**src/rtl/avalon_sram_ctrl_pkg.sv**
```systemverilog
// Shared types for the Avalon-MM to 16-bit asynchronous SRAM bridge:
// bus request/response structs, FSM state encoding and wait-state bounds.
package avalon_sram_ctrl_pkg;

  typedef struct packed {
    logic        read;
    logic        write;
    logic [31:0] address;
    logic [31:0] writedata;
    logic [3:0]  byte_enable;
  } avalon_req_t;

  typedef struct packed {
    logic [31:0] readdata;
    logic        waitrequest;
  } avalon_resp_t;

  typedef enum logic [1:0] {
    ST_IDLE = 2'd0,
    ST_LO   = 2'd1,
    ST_HI   = 2'd2,
    ST_DONE = 2'd3
  } sram_state_e;

  localparam int WAIT_CYCLES_MIN = 1;
  localparam int WAIT_CYCLES_MAX = 7;
  localparam int PHASE_CNT_W     = 3;

endpackage

```
**src/rtl/avalon_sram_ctrl_phase_timer.sv**
```systemverilog
// Half-word phase timer: loads WAIT_CYCLES on phase entry, counts down while
// the phase is active and flags the last cycle of the phase.
module sram_phase_timer
  import avalon_sram_ctrl_pkg::*;
#(
  parameter int WAIT_CYCLES = 1
) (
  input  logic                   clk,
  input  logic                   rst,
  input  logic                   i_load,
  input  logic                   i_en,
  output logic [PHASE_CNT_W-1:0] o_count,
  output logic                   o_expire
);

  logic [PHASE_CNT_W-1:0] r_cnt;

  always_ff @(posedge clk) begin
    if (!rst) begin
      r_cnt <= '0;
    end else if (i_load) begin
      r_cnt <= PHASE_CNT_W'(WAIT_CYCLES);
    end else if (i_en && (r_cnt != '0)) begin
      r_cnt <= r_cnt - PHASE_CNT_W'(1);
    end
  end

  assign o_count  = r_cnt;
  assign o_expire = i_en && (r_cnt == '0);

endmodule

```
**src/rtl/avalon_sram_ctrl.sv**
```systemverilog
// Avalon-MM 32-bit slave to 16-bit async SRAM: each word is two half-word phases.
// Optional AVALON_SRAM_HALF_SKIP_EN skips write phases whose byte enables are all zero.
module avalon_sram_ctrl
  import avalon_sram_ctrl_pkg::*;
#(
  parameter int SRAM_AW     = 18,
  parameter int WAIT_CYCLES = 1
) (
  input  logic               clk,
  input  logic               rst,
  input  avalon_req_t        dbus_avalon_req,
  output avalon_resp_t       dbus_avalon_resp,
  output logic [SRAM_AW-1:0] sram_addr,
  output logic [15:0]        sram_dq_o,
  input  logic [15:0]        sram_dq_i,
  output logic               sram_dq_oe,
  output logic               sram_ce_n,
  output logic               sram_oe_n,
  output logic               sram_we_n,
  output logic               sram_ub_n,
  output logic               sram_lb_n,
  output sram_state_e        o_dbg_state
);

  if ((WAIT_CYCLES < WAIT_CYCLES_MIN) || (WAIT_CYCLES > WAIT_CYCLES_MAX)) begin : g_bad_wait_cycles
    $error("avalon_sram_ctrl: WAIT_CYCLES outside legal range");
  end

  sram_state_e             r_state, w_next_state;
  logic                    r_write;
  logic [SRAM_AW-2:0]      r_addr;
  logic [31:0]             r_wdata;
  logic [3:0]              r_be;
  logic [15:0]             r_rd_lo, r_rd_hi;
  logic [31:0]             r_readdata;
  logic [SRAM_AW-1:0]      r_sram_addr, w_sram_addr;
  logic [15:0]             r_dq_o, w_dq_o;
  logic                    r_dq_oe, w_dq_oe;
  logic                    r_ce_n, w_ce_n, r_oe_n, w_oe_n, r_we_n, w_we_n;
  logic                    r_ub_n, w_ub_n, r_lb_n, w_lb_n;
  logic                    w_req, w_accept, w_in_phase, w_next_in_phase, w_phase_entry;
  logic                    w_expire, w_next_last, w_half, w_skip_lo, w_skip_hi;
  logic [PHASE_CNT_W-1:0]  w_count;
  logic                    w_cur_write;
  logic [SRAM_AW-2:0]      w_cur_addr;
  logic [31:0]             w_cur_wdata;
  logic [3:0]              w_cur_be;
  logic                    w_unused_addr;

  assign w_req    = dbus_avalon_req.read | dbus_avalon_req.write;
  assign w_accept = (r_state == ST_IDLE) && w_req;
  assign w_unused_addr = ^{dbus_avalon_req.address[31:SRAM_AW+1], dbus_avalon_req.address[1:0]};

  // In IDLE the live request drives decisions; afterwards the latched copy does.
  assign w_cur_write = (r_state == ST_IDLE) ? dbus_avalon_req.write : r_write;
  assign w_cur_addr  = (r_state == ST_IDLE) ? dbus_avalon_req.address[SRAM_AW:2] : r_addr;
  assign w_cur_wdata = (r_state == ST_IDLE) ? dbus_avalon_req.writedata : r_wdata;
  assign w_cur_be    = (r_state == ST_IDLE) ? dbus_avalon_req.byte_enable : r_be;

`ifdef AVALON_SRAM_HALF_SKIP_EN
  assign w_skip_lo = w_cur_write && (w_cur_be[1:0] == 2'b00);
  assign w_skip_hi = w_cur_write && (w_cur_be[3:2] == 2'b00);
`else
  assign w_skip_lo = 1'b0;
  assign w_skip_hi = 1'b0;
`endif

  assign w_in_phase      = (r_state == ST_LO) || (r_state == ST_HI);
  assign w_next_in_phase = (w_next_state == ST_LO) || (w_next_state == ST_HI);
  assign w_phase_entry   = w_next_in_phase && (w_next_state != r_state);
  assign w_next_last     = (w_next_state == r_state) && (w_count == PHASE_CNT_W'(1));

  sram_phase_timer #(.WAIT_CYCLES(WAIT_CYCLES)) u_timer (
    .clk      (clk),
    .rst      (rst),
    .i_load   (w_phase_entry),
    .i_en     (w_in_phase),
    .o_count  (w_count),
    .o_expire (w_expire)
  );

  always_ff @(posedge clk) begin
    if (!rst) r_state <= ST_IDLE;
    else      r_state <= w_next_state;
  end

  always_comb begin
    w_next_state = r_state;
    case (r_state)
      ST_IDLE: if (w_req) begin
        if (!w_skip_lo)      w_next_state = ST_LO;
        else if (!w_skip_hi) w_next_state = ST_HI;
        else                 w_next_state = ST_DONE;
      end
      ST_LO:   if (w_expire) w_next_state = w_skip_hi ? ST_DONE : ST_HI;
      ST_HI:   if (w_expire) w_next_state = ST_DONE;
      default: w_next_state = ST_IDLE;
    endcase
  end

  // Outputs are computed for the upcoming state so the registered pins line up with it.
  always_comb begin
    w_half      = (w_next_state == ST_HI);
    w_sram_addr = r_sram_addr;
    w_dq_o      = r_dq_o;
    w_dq_oe     = 1'b0;
    w_ce_n      = 1'b1;
    w_oe_n      = 1'b1;
    w_we_n      = 1'b1;
    w_ub_n      = 1'b1;
    w_lb_n      = 1'b1;
    if (w_next_in_phase) begin
      w_ce_n      = 1'b0;
      w_sram_addr = {w_cur_addr, w_half};
      if (w_cur_write) begin
        w_dq_oe = 1'b1;
        w_dq_o  = w_half ? w_cur_wdata[31:16] : w_cur_wdata[15:0];
        w_we_n  = w_next_last;
        w_ub_n  = ~(w_half ? w_cur_be[3] : w_cur_be[1]);
        w_lb_n  = ~(w_half ? w_cur_be[2] : w_cur_be[0]);
      end else begin
        w_oe_n = 1'b0;
        w_ub_n = 1'b0;
        w_lb_n = 1'b0;
      end
    end
  end

  always_ff @(posedge clk) begin
    if (!rst) begin
      r_write     <= 1'b0;
      r_addr      <= '0;
      r_wdata     <= '0;
      r_be        <= '0;
      r_rd_lo     <= '0;
      r_rd_hi     <= '0;
      r_readdata  <= '0;
      r_sram_addr <= '0;
      r_dq_o      <= '0;
      r_dq_oe     <= 1'b0;
      r_ce_n      <= 1'b1;
      r_oe_n      <= 1'b1;
      r_we_n      <= 1'b1;
      r_ub_n      <= 1'b1;
      r_lb_n      <= 1'b1;
    end else begin
      if (w_accept) begin
        r_write <= dbus_avalon_req.write;
        r_addr  <= dbus_avalon_req.address[SRAM_AW:2];
        r_wdata <= dbus_avalon_req.writedata;
        r_be    <= dbus_avalon_req.byte_enable;
      end
      if (!r_write && w_expire && (r_state == ST_LO)) r_rd_lo <= sram_dq_i;
      if (!r_write && w_expire && (r_state == ST_HI)) r_rd_hi <= sram_dq_i;
      if (!r_write && (r_state == ST_DONE))           r_readdata <= {r_rd_hi, r_rd_lo};
      r_sram_addr <= w_sram_addr;
      r_dq_o      <= w_dq_o;
      r_dq_oe     <= w_dq_oe;
      r_ce_n      <= w_ce_n;
      r_oe_n      <= w_oe_n;
      r_we_n      <= w_we_n;
      r_ub_n      <= w_ub_n;
      r_lb_n      <= w_lb_n;
    end
  end

  // waitrequest is combinational so it is already high in the IDLE accept cycle.
  assign dbus_avalon_resp = '{readdata: r_readdata,
                              waitrequest: w_req && (r_state != ST_DONE)};

  assign sram_addr   = r_sram_addr;
  assign sram_dq_o   = r_dq_o;
  assign sram_dq_oe  = r_dq_oe;
  assign sram_ce_n   = r_ce_n;
  assign sram_oe_n   = r_oe_n;
  assign sram_we_n   = r_we_n;
  assign sram_ub_n   = r_ub_n;
  assign sram_lb_n   = r_lb_n;
  assign o_dbg_state = r_state;

endmodule
```
**config.mk**
```make
export PLATFORM = sky130hd
export DESIGN_NAME = avalon_sram_ctrl
export DESIGN_NICKNAME = d
export VERILOG_FILES = /design/src/rtl/avalon_sram_ctrl_pkg.sv /design/src/rtl/avalon_sram_ctrl_phase_timer.sv /design/src/rtl/avalon_sram_ctrl.sv
export SDC_FILE = /design/constraint.sdc
export NUM_CORES = 1
export LEC_CHECK = 0
export CAP_MARGIN = 0
export CORE_UTILIZATION = 36
export DETAILED_ROUTE_END_ITERATION = 8
export SYNTH_ARGS = -nofsm -noshare
export SYNTH_HDL_FRONTEND = slang
export SYNTH_HIERARCHICAL = 1
export SYNTH_SLANG_ARGS = --single-unit
```
**constraint.sdc**
```tcl
create_clock -name clk -period 2.8 [get_ports clk]
set_input_delay 0.56 -clock clk [delete_from_list [all_inputs] [get_ports clk]]
set_output_delay 0.56 -clock clk [all_outputs]
set_load 0.005 [all_outputs]
```
==> flow_summary.json, run 1 <==
{
  "filler_cell_count": 1839,
  "max_freq_ghz": 0.387,
  "chipHeight_um": 140,
  "syn_avg_cell_area_um2": 8.87,
  "worstPathRequired_ns": 3.11,
  "final_hold_viol_count": 0,
  "fin_worst_skew_ns": 0.0105,
  "async_flop_share_pct": 0,
  "critPathMaxStageDelay_ns": 0.37,
  "ant_nets": 0,
  "cts-root-buf": "clkbuf_16",
  "gr-total-overflow": 0,
  "netlist_area_mm2": 0.00687,
  "rsz0062_at_grt": "no",
  "rrSetupSlack_ns": 0.21,
  "n_antenna_cell": 0,
  "final_nets": 1005,
  "dieArea_mm2": 0.0196,
  "yosysSeqAreaShare_pct": 47.5,
  "criticalPathCategory": "flip-flop to flip-flop",
  "post-route-period-util_pct": 92.4,
  "grt_usage_pct": 17.4,
  "timing.hold.ws_ns": 0.454,
  "grt_pass1_vias": 5189,
  "tightest_slew_ns": 0.640,
  "cp-start-kind": "flip-flop",
  "wl_mm": 16.4,
  "reg2reg_from": "u_timer/o_count[0]",
  "dp_slack_ns": 0.0656,
  "fin_area_mm2": 0.00921,
  "p_total_mw": 8.84,
  "cts.sinks": 163,
  "grt_max_degree": 84,
  "finalSetupTns_ns": 0,
  "synthTopCellsByArea": "dfxtp_1, nand2_1, a21boi_0, mux4_2, mux2i_1",
  "maxSlewHeadroom_pct": 57.2,
  "reg2reg_depth": 13,
  "numCtsBuffers": 17,
  "maxCapViolCount": 0,
  "post-synth-top-count-cell": "nand2_1",
  "yosysTopAreaCellShare_pct": 47.5,
  "path_buf_inv": 3,
  "synthFlopType": "dfxtp_1",
  "yosysWarningCount": 6,
  "synth-seq-cells": 163,
  "synth_edf_count": 0,
  "clock_path_buffers": 2,
  "r2r_end": "sram_dq_o[1]",
  "worstPathArrival_ns": 2.90,
  "worst_slack_ns": 0.213,
  "netlist_instances": 774,
  "place_inst": 1124,
  "powerDensity_mw_per_mm2": 959,
  "antenna_found_initial": 0,
  "yosysTopAreaCell": "dfxtp_1",
  "leakagePower_nw": 3.34,
  "cp_top_family": "simple AND/OR/NAND/NOR gates",
  "drc": 0,
  "drt_iter0_drc": 195,
  "ios": 163,
  "grt_pass1_wl_mm": 26.7,
  "path_depth": 13,
  "dpl_cell_area_mm2": 0.00863,
  "ys_types": 39,
  "dr.pass1.iters": 4,
  "avgViaCountPerCell": 4.77,
  "status": "finished, final reports clean",
  "finalCriticalPeriod_ns": 2.59,
  "critPathSlowestCell": "dfxtp_1",
  "area_growth_pct": 34.1,
  "cts_tree": "done",
  "crit_chain": "inv_1 > ha_1 > nand2b_4 > nor2_1 > inv_2 > a211oi_1 > o211a_1 > or2_2 > ha_2 > or2_1 > buf_12 > nand2_1 > a21boi_0",
  "initial_core_util_pct": 36.7,
  "hpwl_mm": 10.6,
  "crit_end": "sram_dq_o[1]",
  "die_x_um": 140,
  "cp-startpoint": "u_timer/o_count[0]",
  "h-tree-depth": 4,
  "clk_pin_slew_ns": 0.07,
  "synthTopCellsByCount": "nand2_1, dfxtp_1, a21boi_0",
  "rows": 50,
  "num_vias": 5518,
  "final_util_pct": 49.2,
  "cp-end-kind": "flip-flop",
  "setup_viol": 0,
  "synth_nets": 870,
  "instances_no_fill": 1156,
  "report.final.slew_viol_count": 0,
  "core_area_mm2": 0.0187,
  "io_buffers": 147,
  "place_congestion": 0.782,
  "clk_latency_ns": 0.43,
  "cp_max_fo": 16,
  "routedWlPerCell_um": 14.2,
  "drive_above_1_share_pct": 9.76,
  "hold_class": "flip-flop to flip-flop",
  "peakVddDrop_uv": 527
}
==> area by class of cell <==
cell class / instances / area (um^2) / share of cell area [%]
clock buffer: 18 / 439 / 4.77
clock inverter: 14 / 130 / 1.41
inverter: 9 / 33.8 / 0.367
multi-input combinational: 548 / 3330 / 36.2
sequential: 163 / 3260 / 35.4
tap: 234 / 293 / 3.18
timing repair buffer: 170 / 1720 / 18.6
==> cells in the final DEF (no fill, tap or decap), types with 2 or more instances in the layout <==
| cell type | synthesis | layout |
|---|---|---|
| nor2_1 | 13 | 12 |
| clkinv_4 | 0 | 2 |
| buf_4 | 1 | 18 |
| nand2b_1 | 2 | 2 |
| nand2_1 | 289 | 289 |
| buf_12 | 0 | 6 |
| ha_1 | 8 | 6 |
| clkinvlp_4 | 0 | 4 |
| a21oi_1 | 3 | 3 |
| inv_6 | 0 | 3 |
| mux4_2 | 18 | 18 |
| ha_2 | 0 | 2 |
| dfxtp_1 | 163 | 163 |
| mux2i_1 | 19 | 19 |
| nor2_2 | 1 | 2 |
| a21boi_0 | 120 | 119 |
| clkinv_2 | 0 | 3 |
| and2_1 | 17 | 17 |
| o21ai_0 | 19 | 18 |
| or2_2 | 2 | 2 |
| a21boi_1 | 14 | 15 |
| clkdlybuf4s50_1 | 0 | 146 |
| a2111oi_2 | 2 | 2 |
| clkbuf_16 | 0 | 17 |
| inv_1 | 9 | 8 |
==> state kept, by name (all words and copies together) (netlist names) <==
signal           flops
sram_we_n            1
r_write              1
o_dbg_state          2
sram_ub_n            1
r_rd_hi             16
sram_addr           18
sram_ce_n            1
r_readdata          32
sram_dq_oe           1
u_timer/o_count      3
sram_oe_n            1
r_be                 4
sram_dq_o           16
r_wdata             32
sram_lb_n            1
r_addr              17
r_rd_lo             16
==> worst register-to-register path: stages, from the launching register on <==
cell      delay (ns)
dfxtp_1         0.37
inv_1           0.08
ha_1            0.24
nand2b_4        0.11
nor2_1          0.08
inv_2           0.11
a211oi_1        0.08
o211a_1         0.22
or2_2           0.28
ha_2            0.33
or2_1           0.28
buf_12          0.16
nand2_1         0.06
a21boi_0        0.07
==> how the worst min path moves through the flow <==
stage | from | endpoint | slack [ns] | cells past startpoint
global route | r_rd_lo[1] | r_readdata[1] | 0.48 | 2
global placement | sram_dq_o[4] | sram_dq_o[4] | 0.44 | 2
finish | sram_dq_o[8] | sram_dq_o[8] | 0.45 | 2
floorplan | r_rd_hi[7] | r_rd_hi[7] | 0.44 | 2
detailed placement | sram_dq_o[8] | sram_dq_o[8] | 0.45 | 2
CTS | sram_dq_o[8] | sram_dq_o[8] | 0.46 | 2
==> power breakdown <==
| part | internal (mW) | switching, mW | leakage (nW) | total [mW] |
|---|---|---|---|---|
| Clock | 1.26 | 0.992 | 0.271 | 2.25 |
| Sequential | 2.77 | 0.220 | 1.33 | 2.99 |
| Combinational | 1.76 | 1.84 | 1.74 | 3.60 |
==> kinds of logic after synthesis <==
group | synth area share, %
AOI/OAI and AO/OA | 17.8
adders and majority gates | 1.46
buffers and inverters | 4.45
DFF | 47.5
muxes | 9.00
and+or+nand+nor | 19.8
==> layer usage <==
layer | track usage [%] | routed length [um] | vias up
met5 | 0 | 0 | -
met4 | 5.38 | 114 | 0
met3 | 6.02 | 1000 | 6
met2 | 27.8 | 7760 | 116
met1 | 21.9 | 7520 | 2565
li1 | - | - | 2831
==> what timing repair did <==
| action | in CTS | in global routing |
|---|---|---|
| hold buffers | 0 | 0 |
| gates resized for setup | 0 | 4 |
| setup buffers | 0 | 0 |
| setup endpoints to repair | 0 | 37 |
(Power assumes the default switching activity.)
==> inputs of run 2 (changes only) <==
Clock period 2.8 ns to 2.14 ns, I/O delays scaled along.
==> run 2 against run 1 <==
Against the previous run: combinational power grew 66%; power grew 47%; sequential power grew 31%; clock power grew 36%; routed wire length grew 5.5%; highest routed layer unchanged; cell count grew 2.9%; the flow now finishes with violations (negative setup slack); flip-flop and latch count is the same; critical endpoint is now u_timer/o_count[0]; critical path type unchanged; largest power group unchanged.
==> flow_summary.json, run 2 (synthesis gave the netlist of run 1 again) <==
{
  "max_freq_ghz": 0.445,
  "gr-total-overflow": 0,
  "setup_viol": 39,
  "power.switching_mw": 4.41,
  "drt_iter0_drc": 270,
  "cp-end-kind": "flip-flop",
  "routedWlPerCell_um": 14.5,
  "grt_usage_pct": 18.5,
  "rsz0062_at_grt": "yes",
  "sw_frac_of_total_pct": 34.0,
  "cp-start-kind": "flip-flop",
  "area_growth_pct": 41.1,
  "die_x_um": 140,
  "numCtsBuffers": 17,
  "avgViaCountPerCell": 4.72,
  "grt_max_degree": 55,
  "cts_tree": "done",
  "grt_pass1_wl_mm": 28.5,
  "chipHeight_um": 140,
  "critPathSlowestCell": "dfxtp_4",
  "report.final.slew_viol_count": 0,
  "post-route-period-util_pct": 105,
  "crit_end": "u_timer/o_count[0]",
  "peakVddDrop_uv": 903,
  "pwr-share-comb_pct": 46.0,
  "wl_mm": 17.3,
  "io_buffers": 147,
  "status": "finished with violations",
  "path_buf_inv": 4,
  "multi_input_area_mm2": 0.00346,
  "h-tree-depth": 4,
  "path_depth": 13,
  "worstPathRequired_ns": 2.46,
  "cts.sinks": 163,
  "clock_path_buffers": 2,
  "dr.pass1.iters": 4,
  "hpwl_mm": 11.7,
  "ios": 163,
  "clk_latency_ns": 0.42,
  "initial_core_util_pct": 36.7,
  "intPower_mw": 8.54,
  "drive_above_1_share_pct": 15.6,
  "grt_pass1_vias": 5413,
  "final_cell_mix": "nand2_1, dfxtp_1, clkdlybuf4s50_1",
  "cts-root-buf": "clkbuf_16",
  "cp-startpoint": "o_dbg_state[1]",
  "dieArea_mm2": 0.0196,
  "power_frac_clock_pct": 23.6,
  "core_area_mm2": 0.0187,
  "reg2reg_from": "o_dbg_state[1]",
  "r2r_end": "u_timer/o_count[0]",
  "clk_pin_slew_ns": 0.07,
  "ant_nets": 0,
  "maxSlewHeadroom_pct": 57.6,
  "violations": "negative setup slack",
  "rows": 50,
  "seqCellArea_mm2": 0.00327,
  "finalSetupTns_ns": -2.42,
  "hold_class": "primary input to flip-flop",
  "filler_cell_count": 1773,
  "pwr-share-seq_pct": 30.3,
  "num_vias": 5616,
  "powerDensity_mw_per_mm2": 1340,
  "rrSetupSlack_ns": -0.11,
  "place_congestion": 0.815,
  "drc": 0,
  "final_nets": 1038,
  "timing.hold.ws_ns": 0.415,
  "maxCapViolCount": 0,
  "tightest_slew_ns": 0.635,
  "criticalPathCategory": "flip-flop to flip-flop",
  "antenna_found_initial": 1,
  "worst_slack_ns": -0.105,
  "hold_start": "rst",
  "fin_worst_skew_ns": 0.00807,
  "critPathMaxStageDelay_ns": 0.37,
  "final_hold_viol_count": 0,
  "cp_top_family": "adder cells",
  "hold_buffers": 0,
  "finalCriticalPeriod_ns": 2.25,
  "final_common_cell": "nand2_1",
  "worstPathArrival_ns": 2.56,
  "crit_chain": "inv_6 > ha_4 > inv_2 > nor2_4 > inv_2 > a211oi_2 > o211a_1 > or2_4 > ha_4 > buf_12 > nor2_4 > a211o_1 > and3_1",
  "leakagePower_nw": 3.55,
  "reg2reg_depth": 13,
  "cp_max_fo": 10
}
-- run 2: through the flow --
step	worst slack, ns	power (mW)	cells	instance area (um^2)	utilization, %
CTS	-0.121	13.0	1188	9650	51.6
floorplan	-0.203	7.70	774	7050	-
global placement	-0.339	9.75	1154	9000	48.1
global route	-0.220	13.8	1189	9680	51.8
detailed placement	-0.387	9.78	1154	9000	48.1
finish	-0.105	12.9	1190	9690	51.8
-- run 2: power groups by stage --
stage	registers [mW]	logic (mW)	clock network [mW]
6_report	3.93	5.96	3.06
3_5_place_dp	3.99	5.79	0
5_1_grt	4.00	6.49	3.28
2_1_floorplan	3.98	3.72	0
4_1_cts	3.93	5.95	3.13
3_3_place_gp	3.98	5.77	0
-- run 2: how the worst min path moves through the flow --
stage / cells after the start / endpoint / slack [ns]
3_5_place_dp: 2 / sram_dq_o[7] / 0.45
4_1_cts: 3 / u_timer/o_count[2] / 0.40
3_3_place_gp: 2 / r_rd_hi[7] / 0.44
2_1_floorplan: 2 / r_rd_hi[7] / 0.44
5_1_grt: 3 / u_timer/o_count[1] / 0.42
6_report: 3 / u_timer/o_count[2] / 0.41
-- run 2: timing repair --
item                       in CTS  in global routing
pin swaps                       6                  1
cloned                          0                  0
resized for setup              10                 10
setup buffers                   2                  1
setup endpoints to repair      44                 43
-- run 2: worst min-delay path, cell delays in order --
cell,delay [ns]
buf_4,0.21
nand2b_4,0.11
nor2_2,0.03
-- run 2: cell type report --
class                           count  area share [%]
Antenna cell                        1          0.0258
Clock buffer                       18            4.53
Clock inverter                     14            1.60
Inverter                            9           0.426
Multi-Input combinational cell    548            35.8
Sequential cell                   163            33.8
Tap cell                          234            3.02
Timing Repair Buffer              203            20.9
-- run 2: layer usage --
metal	global-route usage (%)	vias up	part of all wire, %
met1	23.8	2570	46
met4	4.34	0	0.73
met3	6.63	8	7.2
met2	29.5	128	46
met5	0	-	0
li1	-	2910	-
==> inputs of run 3 (changes only) <==
Settings changed: GPL_TIMING_DRIVEN from default to 0.
==> run 3 against run 2 <==
Against the previous run: the run still ends with negative setup slack left; routed wire length is 13% higher; combinational power is 13% higher; clock skew is 0.0035 ns higher; core utilization is 0.87 points higher; register-to-register slack worse by 0.21 ns; die area stayed put; via count is 3.9% higher; clock power is 2% lower; critical path depth is 1 higher; sequential share of layout area is 0.55 points lower; non-clock buffer count is 26 higher; power is 5.6% higher; critical path type unchanged.
==> flow_summary.json, run 3 (synthesis gave the netlist of run 1 again) <==
{
  "status": "finished with violations",
  "violations": "negative setup slack",
  "cp-end-kind": "flip-flop",
  "filler_cell_count": 1796,
  "grt_usage_pct": 20.6,
  "peakVddDrop_uv": 824,
  "cts_tree": "done",
  "clk_pin_slew_ns": 0.07,
  "cp-start-kind": "flip-flop",
  "final_cell_mix": "nand2_1, dfxtp_1, clkdlybuf4s50_1",
  "antenna_found_initial": 1,
  "criticalPathCategory": "flip-flop to flip-flop",
  "cts.sinks": 163,
  "cp_max_fo": 6,
  "wl_mm": 19.6,
  "grt_pass1_vias": 5769,
  "post-route-period-util_pct": 115,
  "avgViaCountPerCell": 4.80,
  "leakagePower_nw": 3.64,
  "core_area_mm2": 0.0187,
  "io_buffers": 147,
  "report.final.slew_viol_count": 0,
  "numCtsBuffers": 17,
  "worst_slack_ns": -0.317,
  "initial_core_util_pct": 36.7,
  "dpl_cell_area_mm2": 0.00882,
  "hpwl_mm": 13.8,
  "drt_iter0_drc": 283,
  "place_congestion": 0.823,
  "die_x_um": 140,
  "final_common_cell": "nand2_1",
  "ios": 163,
  "tightest_slew_ns": 0.542,
  "grt_max_degree": 17,
  "gr-total-overflow": 0,
  "area_growth_pct": 43.4,
  "h-tree-depth": 4,
  "setup_viol": 43,
  "routedWlPerCell_um": 16.1,
  "chipHeight_um": 140,
  "grt_pass1_wl_mm": 30.7,
  "clk_latency_ns": 0.43,
  "hold_class": "flip-flop to flip-flop",
  "ant_nets": 0,
  "clock_path_buffers": 2,
  "final_util_pct": 52.7,
  "rows": 50,
  "rsz0062_at_grt": "yes",
  "num_vias": 5836,
  "drc": 0,
  "dieArea_mm2": 0.0196,
  "max_freq_ghz": 0.407,
  "maxSlewHeadroom_pct": 63.8,
  "dr.pass1.iters": 4,
  "fin_worst_skew_ns": 0.0116,
  "final_nets": 1064,
  "worstPathArrival_ns": 2.81,
  "drive_above_1_share_pct": 17.3,
  "fin_area_mm2": 0.00985,
  "powerDensity_mw_per_mm2": 1390,
  "maxCapViolCount": 0,
  "cts-root-buf": "clkbuf_16",
  "worstPathRequired_ns": 2.50,
  "final_hold_viol_count": 0,
  "finalSetupTns_ns": -9.88,
  "finalCriticalPeriod_ns": 2.46
}
## run 3: worst max-delay path, stage by stage (launching register included)
cell and delay [ns]:
dfxtp_4 0.38, inv_8 0.04, ha_4 0.26, inv_2 0.04
nor2_4 0.14, inv_4 0.06, a211oi_2 0.18, o211a_1 0.21
or2_4 0.13, ha_4 0.21, clkbuf_16 0.17, nor2_4 0.20
buf_4 0.15, nand2_1 0.06, a21boi_1 0.14
## run 3: layout make-up
class	count	area [um^2]	share of cell area (%)
clock inverter	13	124	1.26
buffer	52	407	4.13
multi-input combinational	548	3510	35.6
inverter	9	48.8	0.495
antenna	1	2.50	0.0254
clock buffer	19	454	4.61
tap	234	293	2.97
sequential	163	3270	33.2
timing repair buffer	177	1740	17.7
## run 3: through the flow
| stage | setup slack [ns] | cells | power [mW] | hold WS, ns |
|---|---|---|---|---|
| after floorplan | -0.203 | 774 | 7.70 | 0.435 |
| after global placement | -0.758 | 1155 | 9.39 | 0.443 |
| after detailed placement | -0.785 | 1155 | 9.44 | 0.447 |
| after CTS | -0.230 | 1213 | 13.6 | 0.457 |
| after global routing | -0.395 | 1215 | 14.5 | 0.467 |
| final | -0.317 | 1216 | 13.7 | 0.452 |
## run 3: worst paths after layout
kind                         to  slack, ns            from  cells after the start
hold / removal       r_rd_lo[7]       0.45      r_rd_lo[7]                      2
hold reg to reg      r_rd_lo[7]       0.45      r_rd_lo[7]                      2
setup reg to reg  sram_dq_o[14]      -0.32  o_dbg_state[1]                     14
setup / recovery  sram_dq_o[14]      -0.32  o_dbg_state[1]                     14
## run 3: repair_timing
item                       in CTS  in global routing
hold buffers                    0                  0
resized for setup              47                 13
setup endpoints to repair      44                 88
pin swaps                      17                  5
gates cloned                    2                  1
setup buffers                  25                  2
## run 3: report_power, final
part / total, mW / internal [mW] / switching (mW)
registers: 3.96 / 3.63 / 0.328
clock network: 2.99 / 1.68 / 1.31
logic: 6.72 / 3.53 / 3.19
total: 13.7 / 8.85 / 4.82
## run 3: per-layer routing
metal	wire, um	up-vias	GRT usage [%]
met5	0	-	0
met3	1270	23	6.12
met2	9470	144	34.3
met1	8500	2713	25.2
met4	324	0	7.58
li1	-	2956	-
